$ cat config.mk
export PLATFORM = sky130hd
export DESIGN_NAME = irq_ctrl
export DESIGN_NICKNAME = d
export VERILOG_FILES = /design/src/rtl/irq_ctrl.sv
export SDC_FILE = /design/constraint.sdc
export NUM_CORES = 1
export LEC_CHECK = 0
export CORE_MARGIN = 2
export CORE_UTILIZATION = 30
export DETAILED_ROUTE_END_ITERATION = 10
export GPL_ROUTABILITY_DRIVEN = 0
export PLACE_DENSITY = 0.69
export SYNTH_ARGS = -nofsm -noshare
export SYNTH_HDL_FRONTEND = slang
export SYNTH_SLANG_ARGS = --single-unit
$ cat constraint.sdc
create_clock -name clk -period 4.6 [get_ports clk]
set_clock_uncertainty 0.15 [all_clocks]
set_input_delay 0.46 -clock clk [delete_from_list [all_inputs] [get_ports clk]]
set_output_delay 0.46 -clock clk [all_outputs]
set_load 0.01 [all_outputs]
$ cat src/rtl/irq_ctrl.sv
// Prioritising interrupt controller: edge-latched pending, mask, in-service tracking, one request to CP0.
// Latency: src edge -> PEND at +1 edge -> int_req/int_id at +2 edges; rdata is combinational from addr.
// Backpressure: request held until int_ack or withdrawn; optional nesting via IRQ_CTRL_NEST_EN.
module irq_ctrl #(
    parameter int          N_SRC     = 6,
    parameter logic [31:0] BASE_ADDR = 32'h0000_7F20
) (
    input  logic             clk,
    input  logic             reset,
    input  logic [N_SRC-1:0] src,
    input  logic [31:0]      addr,
    input  logic [31:0]      wdata,
    input  logic             we,
    output logic [31:0]      rdata,
    output logic             int_req,
    output logic [4:0]       int_id,
    input  logic             int_ack
);

    typedef enum logic [1:0] {
        IDLE    = 2'd0,
        REQ     = 2'd1,
        SERVICE = 2'd2
    } state_t;

    state_t           state;
    state_t           state_nxt;
    logic [4:0]       id_nxt;

    logic [N_SRC-1:0] mask_r;
    logic [N_SRC-1:0] pend_r;
    logic [N_SRC-1:0] isr_r;
    logic [N_SRC-1:0] src_q;

    logic [N_SRC-1:0] elig;
    logic [N_SRC-1:0] rise;
    logic [N_SRC-1:0] w1c;
    logic [N_SRC-1:0] isr_set;
    logic [N_SRC-1:0] isr_clr;
    logic [N_SRC-1:0] eoi_rem;
    logic [4:0]       best;
    logic [4:0]       isr_top;
    logic             cur_elig;

    logic             sel;
    logic             wr_mask;
    logic             wr_pend;
    logic             wr_eoi;
    logic             unused_bits;

    // Lowest set index wins (index 0 is the highest priority).
    function automatic logic [4:0] lowest(input logic [N_SRC-1:0] v);
        logic [4:0] r;
        r = '0;
        for (int i = N_SRC - 1; i >= 0; i--) begin
            if (v[i]) r = 5'(i);
        end
        return r;
    endfunction

    function automatic logic [N_SRC-1:0] bit_of(input logic [4:0] idx);
        logic [N_SRC-1:0] v;
        v    = '0;
        v[0] = 1'b1;
        return v << idx;
    endfunction

    // 33-bit compare so a window near the top of the address space cannot wrap.
    assign sel     = ({1'b0, addr} >= {1'b0, BASE_ADDR}) &&
                     ({1'b0, addr} <= ({1'b0, BASE_ADDR} + 33'hF));
    assign wr_mask = we && sel && (addr[3:2] == 2'd0);
    assign wr_pend = we && sel && (addr[3:2] == 2'd1);
    assign wr_eoi  = we && sel && (addr[3:2] == 2'd3);

    // Only the low N_SRC data bits carry register content.
    assign unused_bits = &{1'b0, wdata};

    assign rise     = src & ~src_q;
    assign w1c      = wr_pend ? wdata[N_SRC-1:0] : '0;
    assign elig     = pend_r & mask_r & ~isr_r;
    assign best     = lowest(elig);
    assign isr_top  = lowest(isr_r);
    assign cur_elig = |(elig & bit_of(int_id));
    assign eoi_rem  = isr_r & ~bit_of(isr_top);

    // Register read mux; anything outside the window or unused reads as zero.
    always_comb begin
        rdata = '0;
        if (sel) begin
            case (addr[3:2])
                2'd0:    rdata[N_SRC-1:0] = mask_r;
                2'd1:    rdata[N_SRC-1:0] = pend_r;
                2'd2:    rdata = {int_req, |isr_r, 25'd0, int_id};
                default: rdata = '0;
            endcase
        end
    end

    // Scheduler: pick the best eligible source, hold the request, track in-service nesting.
    always_comb begin
        state_nxt = state;
        id_nxt    = int_id;
        isr_set   = '0;
        isr_clr   = '0;
        case (state)
            IDLE: begin
                if (|elig) begin
                    state_nxt = REQ;
                    id_nxt    = best;
                end
            end
            REQ: begin
                if (int_ack) begin
                    isr_set   = bit_of(int_id);
                    state_nxt = SERVICE;
                end else if (!cur_elig) begin
                    // Source masked or cleared before the CPU took it: withdraw.
                    if (|isr_r) begin
                        state_nxt = SERVICE;
                        id_nxt    = isr_top;
                    end else begin
                        state_nxt = IDLE;
                    end
                end
            end
            SERVICE: begin
                if (wr_eoi) begin
                    isr_clr = bit_of(isr_top);
                    if (|eoi_rem) begin
                        state_nxt = SERVICE;
                        id_nxt    = lowest(eoi_rem);
                    end else begin
                        state_nxt = IDLE;
                    end
                end
`ifdef IRQ_CTRL_NEST_EN
                else if ((|elig) && (best < int_id)) begin
                    state_nxt = REQ;
                    id_nxt    = best;
                end
`endif
            end
            default: state_nxt = IDLE;
        endcase
    end

    // State, request and register file update; a new edge beats a same-cycle W1C.
    always_ff @(posedge clk) begin
        if (reset) begin
            mask_r  <= '0;
            pend_r  <= '0;
            isr_r   <= '0;
            src_q   <= '0;
            state   <= IDLE;
            int_req <= 1'b0;
            int_id  <= '0;
        end else begin
            src_q <= src;
            if (wr_mask) mask_r <= wdata[N_SRC-1:0];
            pend_r  <= (pend_r & ~w1c & ~isr_set) | rise;
            isr_r   <= (isr_r | isr_set) & ~isr_clr;
            state   <= state_nxt;
            int_id  <= id_nxt;
            int_req <= (state_nxt == REQ);
        end
    end

endmodule
==> results_dict.tcl <==
set metrics [dict create \
    status "finished, final reports clean" \
    mean_cell_area_of_the_mapped_netlist_um2 8.32 \
    antenna_cells_inserted 0 \
    min_period_over_period 0.741 \
    rows 31 \
    gate_count_after_technology_mapping 274 \
    drt_first_pass_iters 4 \
    synth_xor_xnor_area_share 0.00384 \
    r2r-end "isr_r[5]" \
    route.vias.total 2130 \
    critPathCapture "rdata[3]" \
    syn_area_um2 2280 \
    register_to_register_path_depth 6 \
    areaGrowthSynthToFinish_pct 29.5 \
    route.detailed.drc 0 \
    finalCoreUtilization 0.405 \
    simple_gate_share_of_the_synthesized_area 0.289 \
    floorplan_die_height_um 91.2 \
    total_setup_violations_reported_at_the_end_of_the_flow 0 \
    critical_path.startpoint "addr[31]" \
    static-leakage-power_nw 1.20 \
    timing_max_transition_violations_final 0 \
    post_drt_wl_per_cell_um 14.4 \
    fin_crit_ns 3.41 \
    cts_buffer_depth 2 \
    synth.distinct_cells 59 \
    clock_tree.htree_level_count 2 \
    grt_antenna_before_repair 0 \
    total_power_w 0.000688 \
    worst_pin_slew_ns 0.510 \
    yosysSeqAreaShare 0.264 \
    vdd_ir_drop_max_uv 134 \
    wirelength_mm 6.09 \
    setup.reg_to_reg.worst_slack_ns 2.23 \
    required_ns 3.99 \
    number_of_enable_type_register_cells_in_the_synthesized_netlist 0 \
    timing.critical_path.to_type "output pin" \
    grt_use_total 0.151 \
    arrival_ns 2.80 \
    timing.hold.worst.class "register to register" \
    cp_max_fo 9 \
    clock_transition_at_the_register_clock_pins_on_the_worst_setup_and_hold_paths_after_cts_ns 0.07 \
    first_global_vias 2092 \
    final_nets 403 \
    quantity_of_gates_resized_following_cts 0 \
    finalHoldViolations 0 \
    startpoint_type "input port" \
    synth.area.mux_share 0.0703 \
    floorplan.initialDensity 0.312 \
    setup_tns_ns 0 \
    post-cts-setup-buffer-count 0 \
    worst_slack_setup_final_ns 1.19 \
    pwr_density_cell_nw_per_um2 233 \
    grt_setup_unrepaired "no" \
    ys_seq_elements 30 \
    fin_hold_ws_ns 0.264 \
    r2r_start "state[1]" \
    placement.io_buffers 57 \
    num_io_pins 112 \
    worstHoldStart "src_q[1]" \
    post_synthesis_adder_cell_area_fraction 0.0319 \
    grt_max_degree 22 \
    tritoncts "built" \
    yosys-top-cells-area "sky130_fd_sc_hd__dfxtp_1 26%, sky130_fd_sc_hd__buf_4 9.6%, sky130_fd_sc_hd__mux2i_1 7.0%" \
    cts_num_sinks 30 \
    synthesis.yosys.warnings 0 \
    ctsRootBufferMaster "sky130_fd_sc_hd__clkbuf_8" \
    maxSlewHeadroom 0.657 \
    detail-route-antenna-nets 0 \
    post-dp-hpwl_mm 4.64 \
    synth_top_family_by_area "simple AND/OR/NAND/NOR gates" \
    die_area_um2 8310 \
    share_of_cells_above_drive_strength_1 0.0831 \
    coreArea_um2 7290 \
    asyncSetResetFlopFracSynth 0 \
    worstSkewPairLatency_ns 0.29 \
    ys_dominant_reg_cell "sky130_fd_sc_hd__dfxtp_1" \
    worst-setup-path-type "input port to output pin" \
    dieWidth_um 91.2 \
    ctsHoldBuffers 0 \
    synth_top_area_frac 0.264 \
    tritoncts.num_buffers 5 \
    maxCapViolCount 0 \
    fmax_mhz 294 \
    grt_pass1_wl_mm 10.2 \
    grt_overflow 0 \
    drt-vias-per-instance 5.02 \
    dpl_worst_slack_ns 1.14 \
    synthesized_area_fraction_occupied_by_ao_oa_aoi_and_oai_cells 0.197 \
    cell_type_contributing_the_most_total_cell_area_after_synthesis "sky130_fd_sc_hd__dfxtp_1" \
    drt_first_iter_violations 136 \
]
registers in the layout, indices dropped and copies added, names as in the netlist:
register  flops
src_q         6
isr_r         6
int_id        3
pend_r        6
mask_r        6
int_req       1
state         2
how the worst min path moves through the flow:
stage	to	slack [ns]	depth (start not counted)
floorplan	pend_r[0]	0.25	1
global placement	pend_r[3]	0.25	1
detailed placement	pend_r[1]	0.26	1
CTS	pend_r[1]	0.27	1
global route	pend_r[0]	0.30	1
finish	pend_r[1]	0.26	1
worst max-delay path, stage by stage:
cell and delay [ns]:
sky130_fd_sc_hd__clkdlybuf4s50_1 0.42, sky130_fd_sc_hd__nor4b_2 0.35, sky130_fd_sc_hd__nand4_1 0.20, sky130_fd_sc_hd__nor3_2 0.44, sky130_fd_sc_hd__nand2b_1 0.21, sky130_fd_sc_hd__nor2_1 0.17, sky130_fd_sc_hd__clkdlybuf4s50_1 0.54
metal layers:
layer | routed length [um] | vias to the layer above | global-route usage | share of wire
met3 | 749 | 11 | 0.0473 | 0.12
met4 | 121 | 0 | 0.0581 | 0.020
li1 | - | 1030 | - | -
met5 | 0 | - | 0 | 0
met2 | 2760 | 116 | 0.248 | 0.45
met1 | 2450 | 973 | 0.184 | 0.40
cell families (layout without fill, tap and decap cells):
family | count (synthesis) | count (layout)
simple gates | 108 | 108
compound gates | 56 | 56
buf+inv | 56 | 82
flops | 30 | 30
mux | 16 | 16
fa+ha+maj | 6 | 6
other cells | 1 | 26
xor+xnor | 1 | 1
power by group:
part,internal (W),switching [W]
combinational,0.0000442,0.0000311
clock,0.000231,0.000108
sequential,0.000268,0.00000591
total,0.000543,0.000145
synth_stat cells (3+ instances only):
master and count:
sky130_fd_sc_hd__o21ai_0 10, sky130_fd_sc_hd__buf_2 5, sky130_fd_sc_hd__and3_1 4, sky130_fd_sc_hd__clkbuf_1 6
sky130_fd_sc_hd__inv_1 15, sky130_fd_sc_hd__ha_1 5, sky130_fd_sc_hd__nand4_1 3, sky130_fd_sc_hd__or2_2 3
sky130_fd_sc_hd__and4b_1 3, sky130_fd_sc_hd__nor4_2 4, sky130_fd_sc_hd__buf_4 29, sky130_fd_sc_hd__nand3b_1 5
sky130_fd_sc_hd__dfxtp_1 30, sky130_fd_sc_hd__nor3_1 5, sky130_fd_sc_hd__nand2b_1 4, sky130_fd_sc_hd__a221oi_1 3
sky130_fd_sc_hd__and2_1 6, sky130_fd_sc_hd__nor2_1 22, sky130_fd_sc_hd__mux2i_1 16, sky130_fd_sc_hd__a211oi_1 4
sky130_fd_sc_hd__nor2b_1 9, sky130_fd_sc_hd__nand3_1 6, sky130_fd_sc_hd__nand2_1 20, sky130_fd_sc_hd__a21oi_1 10
layout make-up:
cell class	instances	area (um^2)
Clock buffer	6	82.6
Clock inverter	2	60.1
Fill cell	728	4340
Inverter	16	60.1
Multi-Input combinational cell	213	1450
Sequential cell	30	601
Tap cell	99	124
Timing Repair Buffer	58	578
placed cells by master, fill, tap and decap left out, types with 9 or more instances in the layout:
cell	count
sky130_fd_sc_hd__clkdlybuf4s50_1	57
sky130_fd_sc_hd__dfxtp_1	30
sky130_fd_sc_hd__conb_1	26
sky130_fd_sc_hd__nor2_1	22
sky130_fd_sc_hd__nand2_1	20
sky130_fd_sc_hd__mux2i_1	16
sky130_fd_sc_hd__inv_1	15
sky130_fd_sc_hd__o21ai_0	10
sky130_fd_sc_hd__a21oi_1	10
sky130_fd_sc_hd__nor2b_1	9
metrics by stage:
step	instances	instance area, um^2
final	424	2950
after global routing	424	2950
after CTS	424	2950
after detailed placement	416	2810
after global placement	416	2810
after floorplan	299	2370
Note: power is estimated with default switching activity, not from simulation.
